==> src/rtl/flag_write_arbiter.sv <==
// ---------------------------------------------------------------------------
// flag_write_arbiter
//
// Round-robin write controller for a bank of enable-gated flag flip-flops.
// NREQ requesters each want to write one value into one addressed flag; at
// most one write is issued per cycle as a one-hot ff_en plus a shared ff_d,
// both wired straight into the flag bank.
//
// Optional feature (macro FLAG_ARB_SWEEP_EN): a bulk clear that walks a
// single enable across every flag with ff_d=0, one flag per cycle.
//
// Parameters
//   NREQ   number of requesters (2..8)
//   NFLAG  number of flag flip-flops driven
//   AW     flag address width, 2**AW >= NFLAG
//
// Ports
//   clk          clock, all state updates on the rising edge
//   clr          asynchronous active-low reset
//   req          per-requester write request (level)
//   req_addr     flag address, requester i at [i*AW +: AW]
//   req_val      value to write, requester i at bit i
//   sweep_start  bulk-clear trigger pulse (FLAG_ARB_SWEEP_EN only)
//   gnt          one-hot grant pulse, one cycle
//   ff_en        one-hot enable to the flag bank
//   ff_d         data to the flag bank
//   busy         high while a sweep is in progress (constant 0 without macro)
//   dbg_state    current FSM state (0 = IDLE, 1 = SWEEP) for checkers
//
// Handshake: req[i] with req_addr/req_val is a level request held stable
// until the requester samples gnt[i]=1; that cycle is the transfer. The
// requester may keep req[i] high for another write, which cannot be granted
// before the cycle after next because the current grant masks it.
// ---------------------------------------------------------------------------
module flag_write_arbiter #(
   parameter int NREQ  = 4,
   parameter int NFLAG = 8,
   parameter int AW    = 3
) (
   input  logic                clk,
   input  logic                clr,
   input  logic [NREQ-1:0]     req,
   input  logic [NREQ*AW-1:0]  req_addr,
   input  logic [NREQ-1:0]     req_val,
`ifdef FLAG_ARB_SWEEP_EN
   input  logic                sweep_start,
`endif
   output logic [NREQ-1:0]     gnt,
   output logic [NFLAG-1:0]    ff_en,
   output logic                ff_d,
   output logic                busy,
   output logic                dbg_state
);

   localparam int PW = (NREQ > 1) ? $clog2(NREQ) : 1;

   typedef enum logic {
      IDLE  = 1'b0,
      SWEEP = 1'b1
   } state_t;

   // ------------------------------------------------------------------------
   // Registered state and outputs
   // ------------------------------------------------------------------------
   state_t            state, state_nxt;
   logic [PW-1:0]     ptr, ptr_nxt;
   logic [NREQ-1:0]   gnt_nxt;
   logic [NFLAG-1:0]  ff_en_nxt;
   logic              ff_d_nxt;
   logic              busy_nxt;

`ifdef FLAG_ARB_SWEEP_EN
   localparam int CW = (NFLAG > 1) ? $clog2(NFLAG) : 1;
   logic [CW-1:0]     cnt, cnt_nxt;
`endif

   // ------------------------------------------------------------------------
   // Request unpacking and round-robin search
   // ------------------------------------------------------------------------
   logic [AW-1:0]     addr_arr [NREQ];
   logic [NREQ-1:0]   elig;
   logic              win_found;
   logic [PW-1:0]     win_idx;
   logic [AW-1:0]     win_addr;
   logic              win_in_range;
   logic              arb_ok;

   always_comb begin : unpack_addr
      for (int i = 0; i < NREQ; i++) begin
         addr_arr[i] = req_addr[i*AW +: AW];
      end
   end

   // A requester granted in the current cycle is masked, so a held request
   // cannot win at this cycle's closing edge (single-requester rate = 1/2).
   assign elig = req & ~gnt;

   // Search starts at ptr and wraps modulo NREQ; first eligible index wins.
   always_comb begin : rr_search
      int            idx_i;
      logic [PW-1:0] idx;
      win_found = 1'b0;
      win_idx   = '0;
      idx_i     = 0;
      idx       = '0;
      for (int k = 0; k < NREQ; k++) begin
         idx_i = (int'(ptr) + k) % NREQ;
         idx   = PW'(idx_i);
         if (!win_found && elig[idx]) begin
            win_found = 1'b1;
            win_idx   = idx;
         end
      end
   end

   assign win_addr     = addr_arr[win_idx];
   // Addresses beyond the bank still get a grant; only the write is dropped.
   assign win_in_range = (int'(win_addr) < NFLAG);

   // ------------------------------------------------------------------------
   // Next-state / next-output logic
   // ------------------------------------------------------------------------
   always_comb begin : next_logic
      state_nxt = state;
      ptr_nxt   = ptr;
      gnt_nxt   = '0;
      ff_en_nxt = '0;
      ff_d_nxt  = ff_d;     // data holds when nothing is written
      busy_nxt  = 1'b0;
      arb_ok    = 1'b0;
`ifdef FLAG_ARB_SWEEP_EN
      cnt_nxt   = cnt;
      if (state == SWEEP) begin
         // cnt is the flag being cleared in the current cycle.
         if (cnt == CW'(NFLAG-1)) begin
            // Last sweep cycle ends here; arbitration resumes at this same
            // edge so busy falls together with the first possible grant.
            state_nxt = IDLE;
            cnt_nxt   = '0;
            arb_ok    = 1'b1;
         end else begin
            cnt_nxt   = cnt + 1'b1;
            ff_en_nxt = NFLAG'(1) << (cnt + 1'b1);
            ff_d_nxt  = 1'b0;
            busy_nxt  = 1'b1;
         end
      end else if (sweep_start) begin
         // Sweep wins over requests at this edge; pending requests wait.
         state_nxt = SWEEP;
         cnt_nxt   = '0;
         ff_en_nxt = NFLAG'(1);
         ff_d_nxt  = 1'b0;
         busy_nxt  = 1'b1;
      end else begin
         arb_ok = 1'b1;
      end
`else
      arb_ok = 1'b1;
`endif
      if (arb_ok && win_found) begin
         gnt_nxt  = NREQ'(1) << win_idx;
         ff_d_nxt = req_val[win_idx];
         if (win_in_range) begin
            ff_en_nxt = NFLAG'(1) << win_addr;
         end
         ptr_nxt = (int'(win_idx) == NREQ-1) ? '0 : win_idx + 1'b1;
      end
   end

   // ------------------------------------------------------------------------
   // State register
   // ------------------------------------------------------------------------
   always_ff @(posedge clk or negedge clr) begin
      if (!clr) begin
         state <= IDLE;
         ptr   <= '0;
         gnt   <= '0;
         ff_en <= '0;
         ff_d  <= 1'b0;
         busy  <= 1'b0;
`ifdef FLAG_ARB_SWEEP_EN
         cnt   <= '0;
`endif
      end else begin
         state <= state_nxt;
         ptr   <= ptr_nxt;
         gnt   <= gnt_nxt;
         ff_en <= ff_en_nxt;
         ff_d  <= ff_d_nxt;
         busy  <= busy_nxt;
`ifdef FLAG_ARB_SWEEP_EN
         cnt   <= cnt_nxt;
`endif
      end
   end

   assign dbg_state = state;

endmodule

==> config.mk <==
export PLATFORM = sky130hd
export DESIGN_NAME = flag_write_arbiter
export DESIGN_NICKNAME = d
export VERILOG_FILES = /design/src/rtl/flag_write_arbiter.sv
export SDC_FILE = /design/constraint.sdc
export NUM_CORES = 1
export LEC_CHECK = 0
export CAP_MARGIN = 20
export CELL_PAD_IN_SITES_DETAIL_PLACEMENT = 0
export CELL_PAD_IN_SITES_GLOBAL_PLACEMENT = 1
export CORE_MARGIN = 2
export CORE_UTILIZATION = 33
export DETAILED_ROUTE_END_ITERATION = 12
export PLACE_DENSITY = 0.89
export SETUP_SLACK_MARGIN = 0.5
export SLEW_MARGIN = 20
export SYNTH_ARGS = -nofsm -noshare
export SYNTH_HDL_FRONTEND = slang
export SYNTH_SLANG_ARGS = --single-unit
==> constraint.sdc <==
create_clock -name clk -period 5.95 [get_ports clk]
set_clock_uncertainty 0.1 [all_clocks]
set_input_delay 1.19 -clock clk [delete_from_list [all_inputs] [get_ports clk]]
set_output_delay 1.19 -clock clk [all_outputs]
set_load 0.1 [all_outputs]
==> results of run 1 <==
[flip-flops by register name, indices dropped and copies added, names as in the netlist]
signal	cells
gnt	4
ff_d	1
ff_en	8
ptr	2
[area by class of cell]
type,instances,area share
clock buffers,3,0.0177
clock inverters,1,0.00394
inverters,6,0.0217
multi-input cells,55,0.364
flip-flops and latches,15,0.296
well taps,30,0.0296
repair buffers,34,0.268
[synthesized netlist by cell type]
library cell	n	area share
nor3_1	2	0.011
ha_1	4	0.057
mux2_4	2	0.034
mux2_2	1	0.013
nor3_2	3	0.034
and3_1	4	0.028
inv_1	4	0.017
a221o_1	1	0.011
mux2i_1	9	0.10
conb_1	1	0.0043
o21ai_1	2	0.011
a22oi_2	1	0.014
inv_2	1	0.0043
nor4b_1	1	0.010
nand2_1	4	0.017
nand2b_1	3	0.021
nor2b_1	1	0.0071
o311ai_4	1	0.030
nand3_1	1	0.0057
buf_4	3	0.026
o22ai_1	1	0.0071
dfrtp_1	15	0.43
a41oi_2	1	0.018
o21ai_0	1	0.0057
nor3b_1	1	0.0085
and2_1	4	0.028
and2_2	1	0.0085
inv_6	1	0.010
nor2b_2	1	0.010
a21oi_1	3	0.017
[kinds of logic after synthesis]
group	after synthesis	share of synthesized area
DFF	15	0.427
buffers and inverters	9	0.0569
other	1	0.00426
AOI/OAI and AO/OA	11	0.115
muxes	12	0.149
and+or+nand+nor	26	0.191
adders and majority gates	4	0.0569
[routing by layer]
layer / vias up / share of wire / GRT usage
met5: - / 0 / 0
met4: 0 / 0 / 0.0627
met3: 0 / 0.044 / 0.0140
met2: 23 / 0.50 / 0.197
met1: 324 / 0.45 / 0.156
li1: 341 / - / -
[through the flow]
step	setup slack, ns	util	cells	hold WS, ns	instance area, um2
detailed placement	2.10	0.495	140	0.415	1240
finish	2.74	0.508	144	0.429	1270
global placement	2.17	0.495	140	0.419	1240
CTS	2.38	0.507	144	0.441	1270
global route	2.52	0.508	144	0.472	1270
floorplan	3.22	-	79	0.441	883
[worst paths after layout]
kind,from,end,slack (ns),cells after the start
min in group asynchronous,clr,ff_en[1],1.20,1
min,ff_d,ff_d,0.43,1
max,req[3],ff_en[0],2.74,7
max reg2reg,gnt[3],ff_en[0],3.76,6
max in group asynchronous,clr,ff_en[7],4.14,1
min reg2reg,ff_d,ff_d,0.43,1
==> summary.md, run 1 <==
| Metric | Value |
|---|---|
| Total Routing Usage GR | `0.121` |
| Post-synthesis sequential area ratio | `0.427` |
| Min Tclk post-route | `3.21 ns` |
| Clock Tree Buf Depth | `2` |
| Core Box Area | `2500 um2` |
| Worst path buffer plus inverter count | `1` |
| GPL Wtd Cong | `0.774` |
| Final ANT Viol Nets | `0` |
| Initial DRC Count | `8` |
| Crit-path max FO | `11` |
| First-pass GRT wire length | `3010 um` |
| Register area | `375 um2` |
| Slew margin rel. | `0.344` |
| Die ar. | `3090 um2` |
| Total CTS buffers | `3` |
| Syn avg cell area | `11.3 um2` |
| Largest net degree at the start of global routing | `16` |
| Max-cap viol count | `0` |
| Initial antenna violation count | `0` |
| Clk sink count | `15` |
| Final hold violation count | `0` |
| Most frequent cells in the layout | `clkdlybuf4s50_1 (34), dfrtp_1 (15), mux2i_1 (9)` |
| H-tree depth | `1` |
| Root Buffer | `clkbuf_4` |
| Cts repair resizes | `0` |
| Wirelength per Cell | `12.0 um` |
| Horiz. Die Dim | `55.6 um` |
| Req. time, crit path | `6.03 ns` |
| Worst path slowest cell | `a21oi_2` |
| GRT overflow | `0` |
| Footprint of the multi-input gates | `462 um2` |
| Fraction of layout cells with a size suffix above 1 | `0.158` |
| Worst-path clk slew | `0.09 ns` |
| Vias | `688` |
| Worst stage delay on the critical path | `0.54 ns` |
| RSZ-0062 raised after global routing | `no` |
| CP Capture Type | `register` |
| DRT Pass-1 Iters | `4` |
| Flops & latches, synth | `15` |
| Startpoint types | `input pin` |
| Vias/cell | `4.78` |
| Actual slew at the worst max-slew pin | `0.980 ns` |
| TNS Setup | `0 ns` |
| Cells after Synth | `78` |
| # DRC | `0` |
| Critical-path cell list | `clkdlybuf4s50_1 > nor2b_2 > o21ai_0 > a21oi_2 > mux2i_1 > mux2i_1 > nor3_1` |
| CP dominant cell by count | `mux2i_1` |
| Synth unique cells | `30` |
| Post-CTS Hold Buffers | `0` |
| Most common cell after layout, fill and taps aside | `clkdlybuf4s50_1` |
| Filler cells | `240` |
| Port Buffers | `34` |
| Placement row count | `18` |
| Die Height | `55.6 um` |
| Vias in the first global route | `699` |
| Pins Over Slew Limit | `0` |
| Initial core utilization | `0.352` |
| Fin nets | `141` |
| Io pins | `37` |
| Netlist Area Pre-Place | `880 um2` |
| Final WL | `1720 um` |
| WP data arrival | `3.29 ns` |
| Post-CTS setup buffers | `0` |
| HP Class | `reg2reg` |
| HPWL after detailed placement | `1440 um` |
| Worst-skew pair later-pin latency | `0.27 ns` |
| Fmax | `0.312 GHz` |
| Ant. Diodes | `0` |
| CTS tree | `done` |
| Synth Warn # | `0` |
| Setup CP Type | `in2reg` |
| Area Growth Syn to Fin | `44.4%` |
| # setup viols final | `0` |
| Period utilisation layout | `0.539` |
| Status | `finished clean` |
| Top delay family on crit path | `compound AO/OA/AOI/OAI gates` |
Power of run 1 is not shown: default switching activity piles up to over one toggle a cycle in this logic, so the estimate is an artifact.
==> run 2, diff against run 1 <==
--- a/config.mk
+++ b/config.mk
@@ -9,9 +9,9 @@
 export CELL_PAD_IN_SITES_DETAIL_PLACEMENT = 0
 export CELL_PAD_IN_SITES_GLOBAL_PLACEMENT = 1
 export CORE_MARGIN = 2
-export CORE_UTILIZATION = 33
+export CORE_UTILIZATION = 28
 export DETAILED_ROUTE_END_ITERATION = 12
-export PLACE_DENSITY = 0.89
+export PLACE_DENSITY = 0.81
 export SETUP_SLACK_MARGIN = 0.5
 export SLEW_MARGIN = 20
 export SYNTH_ARGS = -nofsm -noshare
==> constraint.sdc (replaced) <==
create_clock -name clk -period 2.82 [get_ports clk]
set_clock_uncertainty 0.1 [all_clocks]
set_input_delay 0.564 -clock clk [delete_from_list [all_inputs] [get_ports clk]]
set_output_delay 0.564 -clock clk [all_outputs]
set_load 0.1 [all_outputs]
==> run 2 against run 1 <==
  * Register-to-register slack got worse by 2.9 ns
  * Final cell count grew 14%
  * Utilization is 4.8 points lower
  * Hold slack improved by 0.019 ns
  * Critical path depth up 1
  * Via count grew 4.8%
  * First-iteration DRC count rose to 2.6 times the previous value
  * Die area is 17% higher
  * Sequential cell count stayed put
  * Non-clock buffer count is 6 higher
  * Global-route usage shrank 1.3 points
  * Clock-buffer cell count is the same
==> summary.md, run 2 (same netlist as run 1, synthesis figures left out) <==
| Metric | Value |
|---|---|
| Actual slew at the worst max-slew pin | `0.640 ns (was 0.980 ns)` |
| Fin nets | `147 (was 141)` |
| # DRC | `0 (unchanged)` |
| Placement row count | `20 (was 18)` |
| Ant. Diodes | `0 (unchanged)` |
| Placement Setup Slack | `0.184 ns (was 2.10 ns)` |
| RSZ-0062 raised after global routing | `yes (was no)` |
| CTS tree | `done (unchanged)` |
| Post-CTS Hold Buffers | `0 (unchanged)` |
| Fmax | `0.444 GHz` |
| Final ANT Viol Nets | `0 (unchanged)` |
| HPWL after detailed placement | `1460 um (was 1440 um)` |
| Final hold violation count | `0 (unchanged)` |
| Vias/cell | `4.40 (was 4.78)` |
| Core Box Area | `3030 um2 (was 2500 um2)` |
| First-pass GRT wire length | `2930 um (was 3010 um)` |
| R2r setup slk | `0.85 ns (was 3.76 ns)` |
| Slew margin rel. | `0.572 (was 0.344)` |
| Initial antenna violation count | `0 (unchanged)` |
| Status | `finished clean (unchanged)` |
| Area Growth Syn to Fin | `58.5% (was 44.4%)` |
| Startpoint types | `input pin (unchanged)` |
| Critical-path cell list | `clkdlybuf4s50_1 > nor2b_4 > o21ai_0 > a21oi_1 > buf_6 > mux2i_4 > mux2_4 > and3_1 (was clkdlybuf4s50_1 > nor2b_2 > o21ai_0 > a21oi_2 > mux2i_1 > mux2i_1 > nor3_1)` |
| Vias | `721 (was 688)` |
| Worst-path clk slew | `0.09 ns (about the same)` |
| Max reg flops | `8 (unchanged)` |
| Slack of the critical path | `0.566 ns (was 2.74 ns)` |
| Setup CP Type | `in2reg (unchanged)` |
| Crit. path cell count | `8 (was 7)` |
| Filler cells | `279 (was 240)` |
| Clock Tree Buf Depth | `2 (unchanged)` |
| Worst-skew pair later-pin latency | `0.29 ns (was 0.27 ns)` |
| Fraction of layout cells with a size suffix above 1 | `0.408 (was 0.158)` |
| Reg2Reg Depth | `4 (was 6)` |
| TNS Setup | `0 ns (unchanged)` |
| Initial DRC Count | `21 (was 8)` |
| Largest net degree at the start of global routing | `16 (unchanged)` |
| Horiz. Die Dim | `60.1 um (was 55.6 um)` |
| Top reg by flops | `ff_en (unchanged)` |
| Total Routing Usage GR | `0.108 (was 0.121)` |
| Total CTS buffers | `3 (unchanged)` |
| GRT overflow | `0 (unchanged)` |
| Most frequent cells in the layout | `clkdlybuf4s50_1 (20), buf_4 (17), dfrtp_1 (12) (was clkdlybuf4s50_1 (34), dfrtp_1 (15), mux2i_1 (9))` |
| Most common cell after layout, fill and taps aside | `clkdlybuf4s50_1 (unchanged)` |
| Crit-path max FO | `8 (was 11)` |
| Top delay family on crit path | `buffers and inverters (was compound AO/OA/AOI/OAI gates)` |
| # setup viols final | `0 (unchanged)` |
| Hold Path Cell Cnt | `1 (unchanged)` |
| Initial core utilization | `0.290 (was 0.352)` |
| GPL Wtd Cong | `0.806 (was 0.774)` |
| HP Class | `reg2reg (unchanged)` |
| Worst path slowest cell | `clkdlybuf4s50_1 (was a21oi_2)` |
| H-tree depth | `1 (unchanged)` |
| Port Buffers | `34 (unchanged)` |
| Vias in the first global route | `667 (was 699)` |
| Wirelength per Cell | `12.1 um (was 12.0 um)` |
| Io pins | `37 (unchanged)` |
| Root Buffer | `clkbuf_4 (unchanged)` |
| Final WL | `1990 um (was 1720 um)` |
| Worst path buffer plus inverter count | `2 (was 1)` |
| Die ar. | `3610 um2 (was 3090 um2)` |
| Period utilisation layout | `0.799` |
| DRT Pass-1 Iters | `4 (unchanged)` |
| Die Height | `60.1 um (was 55.6 um)` |
| Pins Over Slew Limit | `0 (unchanged)` |
| Largest regs | `ff_en x8, gnt x4, ptr x2 (unchanged)` |
| Min Tclk post-route | `2.25 ns` |
| Clk sink count | `15 (unchanged)` |
| WP data arrival | `2.39 ns (was 3.29 ns)` |
| Max-cap viol count | `0 (unchanged)` |
| Worst stage delay on the critical path | `0.48 ns (was 0.54 ns)` |
| CP Capture Type | `register (unchanged)` |
| Req. time, crit path | `2.95 ns (was 6.03 ns)` |
run 2: cell count changes in the layout (fill, tap and decap cells not counted), sizes merged:
cell           delta
buf              +19
clkdlybuf4s50    -14
dlymetal6s2s      +1
run 2: layout make-up:
cell class	instances	area (um2)	share of cell area
inverters	6	27.5	0.0197
repair buffers	40	363	0.260
multi-input cells	55	542	0.389
flip-flops and latches	15	379	0.272
clock buffers	3	22.5	0.0162
clock inverters	1	5.00	0.00359
well taps	44	55.1	0.0395
run 2: final timing paths:
check                             from       end
worst max-delay path            req[3]  ff_en[4]
worst min register to register    ff_d      ff_d
min in group asynchronous          clr  ff_en[0]
max in group asynchronous          clr    gnt[2]
worst min-delay path              ff_d      ff_d
worst max register to register  ptr[1]      ff_d
run 2: metal layers:
metal / routed length [um] / share of wire / global-route usage / vias up
met5: 0 / 0 / 0 / -
met4: 27 / 0.014 / 0.0381 / 0
met3: 88 / 0.044 / 0.0108 / 3
met2: 975 / 0.49 / 0.179 / 25
met1: 899 / 0.45 / 0.144 / 337
li1: - / - / - / 356
run 2: timing repair:
action	in CTS	in global routing
cloned	0	0
hold endpoints to repair	0	0
setup endpoints to repair	3	9
resized for setup	1	17
buffers inserted	1	4
pin swaps	1	3
run 2: stage by stage:
stage	hold WS [ns]	std cells	cell area (um2)	utilization
3_3_place_gp	0.429	155	1230	0.408
4_1_cts	0.466	160	1270	0.421
2_1_floorplan	0.168	79	887	-
5_1_grt	0.509	164	1390	0.460
6_report	0.448	164	1390	0.460
3_5_place_dp	0.445	155	1230	0.408
Power of run 2 is left out for the same reason.
